## src/rtl/fsm_pkg.sv

```systemverilog
// Shared definitions for the serial pattern detector: state-width helper,
// KMP next-state builder, overlap mode constants and the per-cycle action enum.
package fsm_pkg;

  localparam int OVL_OFF = 0;
  localparam int OVL_ON  = 1;

  typedef enum logic [1:0] {
    ACT_HOLD  = 2'd0,
    ACT_STEP  = 2'd1,
    ACT_CLEAR = 2'd2
  } fsm_act_e;

  function automatic int sw_of(input int len);
    return $clog2(len + 1);
  endfunction

  // Longest pattern prefix that is a suffix of (first k pattern bits, then b).
  // The pattern is MSB-first in pat[len-1:0].
  function automatic int kmp_next(input int len, input logic [15:0] pat,
                                  input int overlap, input int k, input logic b);
    int   base;
    int   best;
    int   j;
    logic ok;
    logic s_bit;
    base = (k == len && overlap == OVL_OFF) ? 0 : k;
    best = 0;
    for (int m = 1; m <= len; m++) begin
      if (m <= base + 1) begin
        ok = 1'b1;
        for (int i = 0; i < m; i++) begin
          j     = base + 1 - m + i;
          s_bit = (j == base) ? b : pat[4'(len - 1 - j)];
          if (s_bit != pat[4'(len - 1 - i)]) ok = 1'b0;
        end
        if (ok) best = m;
      end
    end
    return best;
  endfunction

endpackage

```

## src/rtl/fsm_sat_counter.sv

```systemverilog
// W-bit saturating up-counter with synchronous clear (clear beats increment).
module fsm_sat_counter #(
  parameter int W = 8
) (
  input  logic         clk,
  input  logic         rst_n,
  input  logic         i_clr,
  input  logic         i_inc,
  output logic [W-1:0] o_cnt
);

  logic [W-1:0] r_cnt;

  always_ff @(posedge clk or negedge rst_n) begin
    if (!rst_n) begin
      r_cnt <= '0;
    end else if (i_clr) begin
      r_cnt <= '0;
    end else if (i_inc && (r_cnt != {W{1'b1}})) begin
      r_cnt <= r_cnt + 1'b1;
    end
  end

  assign o_cnt = r_cnt;

endmodule

```

## src/rtl/fsm_seq_detect.sv

```systemverilog
// Parametrised KMP serial pattern detector with Mealy and Moore match outputs.
// Optional saturating match counter enabled by defining MATCH_CNT_EN.
module fsm_seq_detect
  import fsm_pkg::*;
#(
  parameter int             LEN     = 4,
  parameter logic [LEN-1:0] PATTERN = 4'b1011,
  parameter int             OVERLAP = OVL_ON,
  parameter int             CNT_W   = 8
) (
  input  logic                   clk,
  input  logic                   reset,
  input  logic                   en,
  input  logic                   din,
  input  logic                   clr,
  output logic                   match_mealy,
  output logic                   match_moore,
  output logic [sw_of(LEN)-1:0]  state_o,
  output logic [CNT_W-1:0]       match_cnt
);

  localparam int             SW    = sw_of(LEN);
  localparam int             ROWS  = 1 << SW;
  localparam logic [SW-1:0]  FULL  = SW'(LEN);

  logic [SW-1:0] r_state;
  logic [SW-1:0] w_state_nxt;
  logic [SW-1:0] w_step;
  logic          w_mealy;
  fsm_act_e      w_act;
  logic [SW-1:0] w_nxt_tab [0:ROWS-1][0:1];

  // Constant transition table, padded to a power of two so r_state indexes it exactly.
  for (genvar gk = 0; gk < ROWS; gk++) begin : g_row
    for (genvar gb = 0; gb < 2; gb++) begin : g_col
      if (gk <= LEN) begin : g_live
        localparam int NX = kmp_next(LEN, 16'(PATTERN), OVERLAP, gk, 1'(gb));
        assign w_nxt_tab[gk][gb] = SW'(NX);
      end else begin : g_pad
        assign w_nxt_tab[gk][gb] = '0;
      end
    end
  end

  assign w_step = w_nxt_tab[r_state][din];

  always_ff @(posedge clk or negedge reset) begin
    if (!reset) begin
      r_state <= '0;
    end else begin
      r_state <= w_state_nxt;
    end
  end

  always_comb begin
    w_act       = ACT_HOLD;
    w_state_nxt = r_state;
    w_mealy     = 1'b0;
    if (clr) begin
      w_act = ACT_CLEAR;
    end else if (en) begin
      w_act = ACT_STEP;
    end
    case (w_act)
      ACT_CLEAR: w_state_nxt = '0;
      ACT_STEP: begin
        w_state_nxt = w_step;
        w_mealy     = (w_step == FULL);
      end
      default: w_state_nxt = r_state;
    endcase
  end

  assign match_mealy = w_mealy & reset;
  assign match_moore = (r_state == FULL);
  assign state_o     = r_state;

`ifdef MATCH_CNT_EN
  fsm_sat_counter #(
    .W (CNT_W)
  ) u_cnt (
    .clk   (clk),
    .rst_n (reset),
    .i_clr (clr),
    .i_inc (match_mealy),
    .o_cnt (match_cnt)
  );
`else
  assign match_cnt = '0;
`endif

endmodule
```

## config.mk

```make
export PLATFORM = sky130hd
export DESIGN_NAME = fsm_seq_detect
export DESIGN_NICKNAME = d
export VERILOG_FILES = /design/src/rtl/fsm_pkg.sv /design/src/rtl/fsm_sat_counter.sv /design/src/rtl/fsm_seq_detect.sv
export SDC_FILE = /design/constraint.sdc
export NUM_CORES = 1
export LEC_CHECK = 0
export BUFFER_PORTS_ARGS = -buffer_cell sky130_fd_sc_hd__buf_2
export CORE_AREA = 2 2 39 41
export CTS_CLUSTER_DIAMETER = 60
export CTS_CLUSTER_SIZE = 10
export DETAILED_ROUTE_END_ITERATION = 10
export DIE_AREA = 0 0 41 43
export SLEW_MARGIN = 10
export SYNTH_ARGS = -nofsm -noshare
export SYNTH_HDL_FRONTEND = slang
export SYNTH_SLANG_ARGS = --single-unit
```

## constraint.sdc

```tcl
create_clock -name clk -period 2.4 [get_ports clk]
set_input_delay 0.36 -clock clk [delete_from_list [all_inputs] [get_ports clk]]
set_output_delay 0.36 -clock clk [all_outputs]
set_load 0.1 [all_outputs]
```

==> flow_summary.yaml <==
place:
  placed_cells: 56
  dpl-instance-area_um2: 310
  dp.final_hpwl_um: 400
  io_buffer_count: 9
  gp_congestion: 0.679
finish:
  diodes: 0
  final_area_um2: 347
  drive_gt1_frac: 0.311
  largest_reg_flops: 3
  area_delta_synth_final_pct: 32.5
  nNetsFinal: 51
  fillers: 163
  instances_no_fill: 61
  multi_input_area_um2: 159
  seqCellArea_um2: 75.1
floorplan:
  dieArea_um2: 1760
  initial_core_util: 0.189
  rows: 14
  die_w_um: 41
  fp.dieH_um: 43
  core_um2: 1380
  ios: 18
detailed_routing:
  ant_nets: 0
  viasPerCell: 3.80
  drc: 0
  drt_first_iter_violations: 2
  vias: 232
  wirelength_um: 477
  wl_per_cell_um: 7.82
  firstDrtPassIters: 4
sta:
  fmax_mhz: 490
  setup_violations: 0
  final-max-slew-violation-count: 0
  grt_setup_unrepaired: "no"
  whs_ns: 0.330
  fin_skew_ns: 0.00236
  setup-tns-final_ns: 0
  finalHoldViolations: 0
  min_period_ns: 2.04
  min_period_over_period: 0.850
grt:
  grt.total_usage: 0.0604
  grt_pass1_wl_um: 627
  use_met2: 0.0719
  grt_max_degree: 8
  met1_usage: 0.0617
  grt_overflow: 0
  grt_pass1_vias: 165
  grt_busiest_layer: "met2"
  met3_usage: 0.0628
  antenna_found_initial: 0
worst_hold_path:
  min_path_type: "input port to flop"
  hp-start: "clr"
clocking:
  clock-root-buffer: "clkbuf_4"
  clock_path_buffers: 2
  tritoncts: "built"
  clock-sinks: 3
  numCtsBuffers: 3
  clkLatencyLatePin_ns: 0.23
  htree_levels: 1
  cts_setup_buffers: 0
  path_clk_slew_ns: 0.03
setup_path:
  slowest_stage: "dlygate4sd3_1"
  r2r-start: "state_o[0]$_DFFE_PN0P_"
  worstPathArrival_ns: 1.68
  crit_type: "input port to primary output"
  path_cells: "dlygate4sd3_1 > buf_2 > inv_1 > nor3_4 > buf_2"
  crit_required_ns: 2.04
  crit_top_cell: "buf_2"
  critPathLaunchType: "input port"
  max_stage_delay_ns: 0.52
  rrSetupSlack_ns: 1.35
  crit_start: "reset"
  cp_max_fo: 4
  cp-end-kind: "primary output"
yosys:
  netlist_top_cells_area: "dfrtp_1, buf_4, nor2b_1"
  yosysSeqAreaShare: 0.287
  ys_seq_elements: 3
  synth.top_cell.area_share: 0.287
  synth_area_per_cell_um2: 8.17
  syn_inst: 32
  synth_largest_area_cell: "dfrtp_1"
  yosys_warnings: 0
  synth.distinct_cells: 16
  synthesis.area_um2: 262
power_and_ir_drop:
  ir_drop_v: 0.000190
  p_per_area_nw_per_um2: 690
  leakagePower_nw: 0.181
run:
  maxCapViolCount: 0
run_status:
  status: "finished, final reports clean"
-- cells in the final DEF (no fill, tap or decap) --
master         count
nor2b_1            3
nor3b_1            1
o32ai_1            1
nand4b_1           1
nor3b_4            1
nor3_4             1
o21ai_0            2
dlygate4sd3_1      1
clkbuf_1           1
conb_1             8
dfrtp_1            3
a31oi_1            1
nand2_1            1
a21oi_1            2
and2b_1            2
o21ai_1            1
clkbuf_4           3
buf_2              9
inv_1              3
-- synthesized netlist by cell type (all sizes together) --
master / n
nand2: 1
nor3b: 2
o21ai: 3
conb: 1
buf: 8
nor2b: 3
o32ai: 1
a31oi: 1
nor3: 1
nand4b: 1
and2b: 2
inv: 3
a21oi: 2
dfrtp: 3
-- cell families after synthesis --
logic type             after synthesis  share of synthesized area
AO/OA/AOI/OAI                        7                      0.153
buffers and inverters               11                      0.273
flip-flops                           3                      0.287
other                                1                     0.0143
AND/OR/NAND/NOR                     10                      0.273
-- worst max-delay path, delay by kind of cell --
kind                   cells  cell delay, ns
buffers and inverters      4            1.17
and+or+nand+nor            1            0.16
-- report_power, final --
| group | total (W) | switching [W] | leakage (nW) | internal (W) |
|---|---|---|---|---|
| logic | 0.0000943 | 0.0000828 | 0.125 | 0.0000115 |
| clock network | 0.0000870 | 0.0000248 | 0.0150 | 0.0000622 |
| registers | 0.0000578 | 0.00000469 | 0.0407 | 0.0000531 |
-- path summary, 6_finish.rpt --
kind,to,cells after the start
max in group asynchronous,state_o[2]$_DFFE_PN0P_,2
worst max-delay path,match_mealy,5
worst min register to register,state_o[2]$_DFFE_PN0P_,2
worst min-delay path,state_o[1]$_DFFE_PN0P_,2
min in group asynchronous,state_o[0]$_DFFE_PN0P_,2
worst max register to register,state_o[0]$_DFFE_PN0P_,3
-- area by class of cell --
cell class / instances / share of cell area
Inverter: 3 / 0.0325
Multi-Input combinational cell: 25 / 0.458
Timing Repair Buffer: 10 / 0.159
Clock buffer: 4 / 0.0758
Tap cell: 16 / 0.0578
Sequential cell: 3 / 0.217
-- metal layers --
metal | vias up | routed length [um] | part of all wire
li1 | 117 | - | -
met1 | 104 | 218 | 0.46
met5 | - | 0 | 0
met4 | 0 | 0 | 0
met3 | 0 | 58 | 0.12
met2 | 11 | 200 | 0.42
-- stage by stage --
stage | total power (W) | util | setup slack (ns)
global route | 0.000254 | 0.250 | 0.318
floorplan | 0.000150 | - | -0.108
global placement | 0.000151 | 0.224 | 0.685
CTS | 0.000245 | 0.250 | 0.343
finish | 0.000239 | 0.250 | 0.359
detailed placement | 0.000151 | 0.224 | 0.688
-- timing repair --
item | 4_1_cts | 5_1_grt
endpoints found under the hold margin | 3 | 0
gates resized for setup | 0 | 0
hold buffers | 1 | 0
Power figures use the tool's default switching activity.
